$ cat src/rtl/periph_pkg.sv
// Shared types for the two-requester peripheral arbiter.
package periph_pkg;

  // Access sequencer states: one arbitration slot, one bus cycle, one response cycle.
  typedef enum logic [1:0] {
    IDLE   = 2'd0,
    ACCESS = 2'd1,
    RESP   = 2'd2
  } state_e;

  // Identifies which requester owns the current or last access.
  typedef enum logic {
    M0 = 1'b0,
    M1 = 1'b1
  } req_id_e;

endpackage

$ cat src/rtl/rr_arb2.sv
// Two-input round-robin arbiter. On a tie the requester that did not win
// last time is chosen; the history register starts out pointing at M1 so
// M0 wins the first tie after reset.
module rr_arb2
  import periph_pkg::*;
(
  input  logic       clk,
  input  logic       rst,
  input  logic [1:0] req,
  input  logic       update,
  output logic       valid,
  output req_id_e    winner
);

  req_id_e last_q;
  req_id_e last_d;

  // Pick a winner from the live request lines and the grant history.
  always_comb begin
    valid  = req[0] | req[1];
    winner = M0;
    case (req)
      2'b01:   winner = M0;
      2'b10:   winner = M1;
      2'b11:   winner = (last_q == M1) ? M0 : M1;
      default: winner = M0;
    endcase
  end

  // Remember the winner only when the sequencer actually commits to it.
  always_comb begin
    if (update && valid) begin
      last_d = winner;
    end else begin
      last_d = last_q;
    end
  end

  // Grant history register.
  always_ff @(posedge clk or negedge rst) begin
    if (!rst) begin
      last_q <= M1;
    end else begin
      last_q <= last_d;
    end
  end

endmodule

$ cat src/rtl/periph_arbiter.sv
// Shares one peripheral bus between two requesters. Each access takes an
// arbitration cycle (IDLE or RESP), one ACCESS cycle carrying the bus
// strobe and grant, and a RESP cycle carrying the completion pulse.
module periph_arbiter
  import periph_pkg::*;
#(
  parameter int ADDR_W = 32,
  parameter int DATA_W = 32
) (
  input  logic              clk,
  input  logic              rst,
  input  logic              m0_req,
  input  logic              m0_we,
  input  logic [ADDR_W-1:0] m0_addr,
  input  logic [DATA_W-1:0] m0_wdata,
  input  logic              m1_req,
  input  logic              m1_we,
  input  logic [ADDR_W-1:0] m1_addr,
  input  logic [DATA_W-1:0] m1_wdata,
  output logic              m0_gnt,
  output logic              m1_gnt,
  output logic              m0_rvalid,
  output logic              m1_rvalid,
  output logic [DATA_W-1:0] m0_rdata,
  output logic [DATA_W-1:0] m1_rdata,
  output logic [ADDR_W-1:0] bus_addr,
  output logic [DATA_W-1:0] bus_wdata,
  output logic              bus_we,
  output logic              bus_re,
  input  logic [DATA_W-1:0] bus_rdata
);

  state_e            state_q, state_d;
  req_id_e           win_q, win_d;
  logic [ADDR_W-1:0] bus_addr_q, bus_addr_d;
  logic [DATA_W-1:0] bus_wdata_q, bus_wdata_d;
  logic              bus_we_q, bus_we_d;
  logic              bus_re_q, bus_re_d;
  logic              m0_gnt_q, m0_gnt_d;
  logic              m1_gnt_q, m1_gnt_d;
  logic              m0_rvalid_q, m0_rvalid_d;
  logic              m1_rvalid_q, m1_rvalid_d;
  logic [DATA_W-1:0] m0_rdata_q, m0_rdata_d;
  logic [DATA_W-1:0] m1_rdata_q, m1_rdata_d;

  logic              arb_en;
  logic              arb_valid;
  req_id_e           arb_winner;

  rr_arb2 u_rr_arb2 (
    .clk    (clk),
    .rst    (rst),
    .req    ({m1_req, m0_req}),
    .update (arb_en),
    .valid  (arb_valid),
    .winner (arb_winner)
  );

  // Sequencer next state plus the registered bus/grant/response values for
  // the following cycle; strobes and pulses default low, rdata holds.
  always_comb begin
    state_d     = state_q;
    win_d       = win_q;
    bus_addr_d  = {ADDR_W{1'b0}};
    bus_wdata_d = {DATA_W{1'b0}};
    bus_we_d    = 1'b0;
    bus_re_d    = 1'b0;
    m0_gnt_d    = 1'b0;
    m1_gnt_d    = 1'b0;
    m0_rvalid_d = 1'b0;
    m1_rvalid_d = 1'b0;
    m0_rdata_d  = m0_rdata_q;
    m1_rdata_d  = m1_rdata_q;
    arb_en      = 1'b0;
    case (state_q)
      IDLE, RESP: begin
        arb_en = 1'b1;
        if (arb_valid) begin
          state_d = ACCESS;
          win_d   = arb_winner;
          if (arb_winner == M1) begin
            bus_addr_d  = m1_addr;
            bus_wdata_d = m1_wdata;
            bus_we_d    = m1_we;
            bus_re_d    = ~m1_we;
            m1_gnt_d    = 1'b1;
          end else begin
            bus_addr_d  = m0_addr;
            bus_wdata_d = m0_wdata;
            bus_we_d    = m0_we;
            bus_re_d    = ~m0_we;
            m0_gnt_d    = 1'b1;
          end
        end else begin
          state_d = IDLE;
        end
      end
      ACCESS: begin
        // Peripheral read data is combinational, so capture it as the
        // ACCESS cycle closes; writes complete with zero data.
        state_d = RESP;
        if (win_q == M1) begin
          m1_rvalid_d = 1'b1;
          m1_rdata_d  = bus_we_q ? {DATA_W{1'b0}} : bus_rdata;
        end else begin
          m0_rvalid_d = 1'b1;
          m0_rdata_d  = bus_we_q ? {DATA_W{1'b0}} : bus_rdata;
        end
      end
      default: begin
        state_d = IDLE;
      end
    endcase
  end

  // State and output registers; reset cancels any access in flight.
  always_ff @(posedge clk or negedge rst) begin
    if (!rst) begin
      state_q     <= IDLE;
      win_q       <= M0;
      bus_addr_q  <= {ADDR_W{1'b0}};
      bus_wdata_q <= {DATA_W{1'b0}};
      bus_we_q    <= 1'b0;
      bus_re_q    <= 1'b0;
      m0_gnt_q    <= 1'b0;
      m1_gnt_q    <= 1'b0;
      m0_rvalid_q <= 1'b0;
      m1_rvalid_q <= 1'b0;
      m0_rdata_q  <= {DATA_W{1'b0}};
      m1_rdata_q  <= {DATA_W{1'b0}};
    end else begin
      state_q     <= state_d;
      win_q       <= win_d;
      bus_addr_q  <= bus_addr_d;
      bus_wdata_q <= bus_wdata_d;
      bus_we_q    <= bus_we_d;
      bus_re_q    <= bus_re_d;
      m0_gnt_q    <= m0_gnt_d;
      m1_gnt_q    <= m1_gnt_d;
      m0_rvalid_q <= m0_rvalid_d;
      m1_rvalid_q <= m1_rvalid_d;
      m0_rdata_q  <= m0_rdata_d;
      m1_rdata_q  <= m1_rdata_d;
    end
  end

  assign bus_addr  = bus_addr_q;
  assign bus_wdata = bus_wdata_q;
  assign bus_we    = bus_we_q;
  assign bus_re    = bus_re_q;
  assign m0_gnt    = m0_gnt_q;
  assign m1_gnt    = m1_gnt_q;
  assign m0_rvalid = m0_rvalid_q;
  assign m1_rvalid = m1_rvalid_q;
  assign m0_rdata  = m0_rdata_q;
  assign m1_rdata  = m1_rdata_q;

endmodule

$ cat config.mk
export PLATFORM = sky130hd
export DESIGN_NAME = periph_arbiter
export DESIGN_NICKNAME = d
export VERILOG_FILES = /design/src/rtl/periph_pkg.sv /design/src/rtl/rr_arb2.sv /design/src/rtl/periph_arbiter.sv
export SDC_FILE = /design/constraint.sdc
export NUM_CORES = 1
export LEC_CHECK = 0
export BUFFER_PORTS_ARGS = -buffer_cell sky130_fd_sc_hd__buf_2
export CORE_ASPECT_RATIO = 0.75
export CORE_MARGIN = 8
export CORE_UTILIZATION = 40
export CTS_CLUSTER_DIAMETER = 80
export DETAILED_ROUTE_END_ITERATION = 6
export GPL_ROUTABILITY_DRIVEN = 0
export HOLD_SLACK_MARGIN = 0.02
export PLACE_DENSITY = 0.72
export SETUP_SLACK_MARGIN = 0.3
export SLEW_MARGIN = 20
export SYNTH_ARGS = -nofsm -noshare
export SYNTH_HDL_FRONTEND = slang
export SYNTH_HIERARCHICAL = 1
export SYNTH_SLANG_ARGS = --single-unit
$ cat constraint.sdc
create_clock -name clk -period 2 [get_ports clk]
set_input_delay 0.2 -clock clk [delete_from_list [all_inputs] [get_ports clk]]
set_output_delay 0.2 -clock clk [all_outputs]
set_load 0.1 [all_outputs]
## Yosys cells after proc, flatten, opt, wreduce, memory -nomap -nowiden

Index checks and enable logic that the tools add are counted.

| cells by class | value |
|---|---|
| $add $sub $neg | 0 |
| multiply operators | 0 |
| divide/modulo/power cells | 0 |
| order comparisons | 0 |
| eq/ne operators | 4 |
| shifts and indexed selects | 0 |
| multiplexer cells | 28 |
| bitwise logic cells | 4 |
| reduce and logical (&&, ||, !) cells | 6 |

Operator list:

| operator | count |
|---|---|
| $mux W32 | 7 |
| $mux W1 | 19 |
| $eq A2 B2 Y1 const B | 3 |
| $reduce_and A2 Y1 | 3 |
| $pmux W2 S2 | 1 |
| $not A1 Y1 | 3 |
| $eq A2 B1 Y1 const B | 1 |
| $logic_not A2 Y1 | 1 |
| $pmux W1 S2 | 1 |
| $reduce_or A2 Y1 | 1 |
| $logic_and A1 B1 Y1 | 1 |
| $or A1 B1 Y1 | 1 |

| storage, ports and cells | value |
|---|---|
| register bits | 138 |
| bits in latches | 0 |
| memory bits (writable) | 0 |
| bits in read-only memories | 0 |
| input port bits | 166 |
| output and inout port bits | 134 |
| logic and storage cells | 55 |
| memories kept | 0 |

## Depth between registers and ports, before layout

| depth | value |
|---|---|
| depth after elaboration | 5 |
| mapped depth | 6 |
| mapped depth without buffers | 4 |

## Modules after synthesis

Netlist, hierarchy kept.

Modules (own cells, without submodules):

| module | times used | cells an instance | area each (um^2) | sequential area each (um^2) |
|---|---|---|---|---|
| periph_arbiter | 1 | 399 | 5625.4 | 3428.3 |
| rr_arb2 | 1 | 5 | 51.3 | 26.3 |

## Worst setup path before layout

Ideal clock, no wire load.

| timing path | value |
|---|---|
| path kind | flip-flop to flip-flop |
| from | register bus_we_q, in the netlist bus_we |
| to | register m0_rdata_q[13], in the netlist m0_rdata[13] |
| setup time | 0.125 ns |
| data arrival time | 1.748 ns |
| required time | 1.875 ns |
| path slack | 0.127 ns |
| cell stages (with the launch flop) | 4 |
| buffers on the path | 1 |
| period minus slack after synthesis | 1.873 ns |
| cells stage by stage | dfrtp_1 > clkbuf_1 > and2b_1 > mux2_2 |

| between the ends | value |
|---|---|
| cells in the longest elaborated chain, start to end | 1 |

Ends and longest elaborated chain:

| what | RTL line | text |
|---|---|---|
| start: declaration | periph_arbiter.sv:37 | `logic bus_we_q, bus_we_d;` |
| start signal: assignment | periph_arbiter.sv:136 | `bus_we_q <= bus_we_d;` |
| $mux W32 | periph_arbiter.sv:107 | `m0_rdata_d = bus_we_q ? {DATA_W{1'b0}} : bus_rdata;` |
| end signal: assignment | periph_arbiter.sv:129 | `m0_rdata_q <= {DATA_W{1'b0}};` |
| end signal: assignment | periph_arbiter.sv:142 | `m0_rdata_q <= m0_rdata_d;` |
| end: declaration | periph_arbiter.sv:43 | `logic [DATA_W-1:0] m0_rdata_q, m0_rdata_d;` |

No other way between the ends.
A chain may end at the register's enable or synchronous reset.

## Worst setup path after layout

| timing path | value |
|---|---|
| from | input port m0_req |
| to | register bus_wdata_q[20], in the netlist bus_wdata[20] |

| between the ends | value |
|---|---|
| cells in the longest elaborated chain, start to end | 5 |
| elaborated cells between the ends (all ways) | 7 |
| those cells by class | eq/ne (2); mux (4); bitwise (1) |

Ends and longest elaborated chain:

| what | RTL line | text |
|---|---|---|
| start: declaration | periph_arbiter.sv:12 | `input logic m0_req,` |
| $eq A2 B2 Y1 | rr_arb2.sv:22 | `case (req)` |
| $pmux W1 S2 (*) | rr_arb2.sv:22 |  |
| named net arb_winner | periph_arbiter.sv:48 | `req_id_e arb_winner;` |
| $mux W32 (*) | periph_arbiter.sv:81 | `if (arb_winner == M1) begin` |
| $mux W32 (*) | periph_arbiter.sv:78 | `if (arb_valid) begin` |
| $mux W32 (*) | periph_arbiter.sv:75 | `case (state_q)` |
| named net bus_wdata_d[20] | periph_arbiter.sv:36 | `logic [DATA_W-1:0] bus_wdata_q, bus_wdata_d;` |
| end signal: assignment | periph_arbiter.sv:122 | `bus_wdata_q <= {DATA_W{1'b0}};` |
| end signal: assignment | periph_arbiter.sv:135 | `bus_wdata_q <= bus_wdata_d;` |
| end: declaration | periph_arbiter.sv:36 |  |

Mark *: on every way through the listed nets, which the timed path passes. The rest lies on a longest branch.

==> flow_metrics.tcl <==
set metrics [dict create \
    r2r_slack_ns 0.48 \
    worst_slew_pin_slew_ns 0.528 \
    grt_max_degree 51 \
    avgSynthCellArea_um2 14.1 \
    ctsRootBufferMaster "clkbuf_16" \
    syn_area_um2 5680 \
    drc 0 \
    clock_path_buffers 2 \
    hpwl_um 13100 \
    path_max_fanout 30 \
    worstPathArrival_ns 1.88 \
    clock_skew_ns 0.00908 \
    synth_seq_cells 138 \
    rsz0062_at_grt "false" \
    groute.usage.overall 0.190 \
    synth_edf_count 0 \
    drt_iter0_markers 156 \
    place_ws_ns 0.490 \
    hold_class "primary input to flip-flop" \
    clock_latency_ns 0.41 \
    postSynthCellCount 404 \
    fin_util 0.585 \
    ys_seq_area_frac 0.609 \
    postRouteAntennaNets 0 \
    reg2regPathDepth 3 \
    clkTransAtPathRegs_ns 0.05 \
    leakagePower_nw 4.33 \
    dieArea_um2 18300 \
    tns_ns 0 \
    drv_slew 0 \
    worst-setup-path-type "primary input to flip-flop" \
    cap_violations 0 \
    dr.pass1.iters 5 \
    ys_types 23 \
    max_freq_mhz 623 \
    synth_nets 570 \
    fp.dieH_um 119 \
    critical-path-max-stage-delay_ns 0.55 \
    cts_buffers 17 \
    worstSetupEndpointType "flip-flop" \
    grt_pass1_wl_um 27400 \
    hold_depth 3 \
    yosysWarnings 6 \
    antenna_found_initial 2 \
    crit_chain "dlygate4sd3_1 -> buf_2 -> a21boi_4 -> buf_4 -> mux2i_1 -> nor2_1" \
    layout.nets 884 \
    drt-vias-per-instance 4.72 \
    design_area_um2 8080 \
    finalSetupViolations 0 \
    syn2layout_area_growth_pct 42.3 \
    ioPinCount 300 \
    core_um2 13800 \
    peakVddDrop_v 0.00120 \
    start_util 0.411 \
    die_w_um 154 \
    cts.sinks 138 \
    wire_per_inst_um 19.1 \
    status "complete, no violations" \
    post-route-period-util 0.802 \
    slowest_stage "dlygate4sd3_1" \
    grt_pass1_vias 4924 \
    critPathLaunchType "primary input" \
    slew_headroom 0.651 \
    hold_viol_final 0 \
    synthFlopType "dfrtp_1" \
    synth_area_leader_cell "dfrtp_1" \
    cts_tree "done" \
    drive_above_1_share 0.560 \
    final.min_clock_period_ns 1.60 \
    crit_required_ns 2.28 \
    synth_top_area_share 0.604 \
    overflow 0 \
    via_count 4284 \
    io_buffer_count 299 \
    async_flop_share 1.00 \
    powerDensity_nw_per_um2 1930 \
    synth_top_cells_by_area "dfrtp_1, mux2i_1, mux2_4, mux2_2, nor2_1" \
    fp-row-count 37 \
    worst_slack_ns 0.395 \
    ctsHtreeMaxLevel 4 \
    placed_area_um2 7360 \
    routed_wl_um 17300 \
]
==> cells by family after synthesis <==
kind of cell / share of synthesized area
flip-flops: 0.609
buffers and inverters: 0.0359
AND/OR/NAND/NOR: 0.0895
multiplexers: 0.263
AO/OA/AOI/OAI: 0.00331
==> final timing paths <==
path,to,startpoint
worst min-delay path,bus_addr[27],m0_addr[27]
worst min register to register,m0_rdata[21],m0_rdata[21]
worst max register to register,m0_rdata[2],state_q[1]
max in group asynchronous,u_rr_arb2/last_q,rst
worst max-delay path,bus_wdata[20],m0_req
min in group asynchronous,m1_rdata[22],rst
==> synthesized netlist by cell type, types with 2 or more instances <==
cell type  instances
nor2b_1           29
mux2_2            35
mux2i_1           65
nor2_1            67
buf_2             10
clkbuf_1           6
dfrtp_1          137
buf_12             3
and2_1             2
and2b_1            3
inv_1              2
mux2_4            29
buf_4              4
buf_6              3
==> layout make-up <==
type                    instances  area (um2)
fillers                      1142        5720
flip-flops and latches        138        3460
multi-input cells             238        2030
repair buffers                321        1760
clock buffers                  23         498
well taps                     175         219
clock inverters                 7        90.1
inverters                       2        7.51
diodes                          3        7.51
==> timing repair <==
action	in CTS	in global routing
endpoints found under the hold margin	55	0
hold buffers	12	0
endpoints found under the setup margin	1	0
setup buffers	0	0
resized for setup	2	0
==> registers in the layout (all words and copies together), names as in the netlist, 2 cells and up <==
name and cells:
m0_rdata 32, m1_rdata 32, state_q 2, bus_addr 32, bus_wdata 32
==> through the flow <==
step / hold WS [ns] / instances / power (mW)
floorplan: -0.0956 / 404 / 11.0
global placement: 0.162 / 862 / 12.4
detailed placement: 0.171 / 862 / 12.5
CTS: 0.0205 / 904 / 15.7
global route: 0.0309 / 905 / 16.1
finish: 0.0337 / 907 / 15.6
==> cells in the final DEF, fill, tap and decap left out <==
master,instances
buf_2,297
dfrtp_1,136
nor2_1,67
mux2i_1,65
mux2_2,35
nor2b_1,29
mux2_4,29
clkbuf_16,17
dlygate4sd3_1,12
buf_4,6
clkbuf_8,5
buf_12,5
diode_2,3
and2b_1,3
clkinv_2,3
inv_1,2
and2_1,2
bufinv_16,2
clkinvlp_4,2
nand2b_2,1
nor3b_4,1
and3b_2,1
mux2_1,1
dfrtp_4,1
clkbuf_1,1
buf_6,1
a21boi_4,1
or2_1,1
a21oi_1,1
a31oi_1,1
dfstp_2,1
==> metal layers <==
| layer | vias up | track usage | part of all wire |
|---|---|---|---|
| met5 | - | 0 | 0.00075 |
| met4 | 2 | 0.0635 | 0.015 |
| met3 | 21 | 0.0972 | 0.11 |
| met2 | 176 | 0.326 | 0.50 |
| met1 | 2108 | 0.200 | 0.38 |
| li1 | 1977 | - | - |
==> worst max-delay path: cells and delay by family <==
family / cells / cell delay, ns
AO/OA/AOI/OAI: 1 / 0.16
buffers and inverters: 3 / 1.16
multiplexers: 1 / 0.28
AND/OR/NAND/NOR: 1 / 0.06
==> where the power goes <==
| group | internal (mW) | leakage, nW | switching, mW |
|---|---|---|---|
| registers | 3.60 | 1.74 | 0.452 |
| clock network | 1.98 | 0.287 | 1.10 |
| logic | 1.56 | 2.30 | 6.87 |
Power figures use the tool's default switching activity.
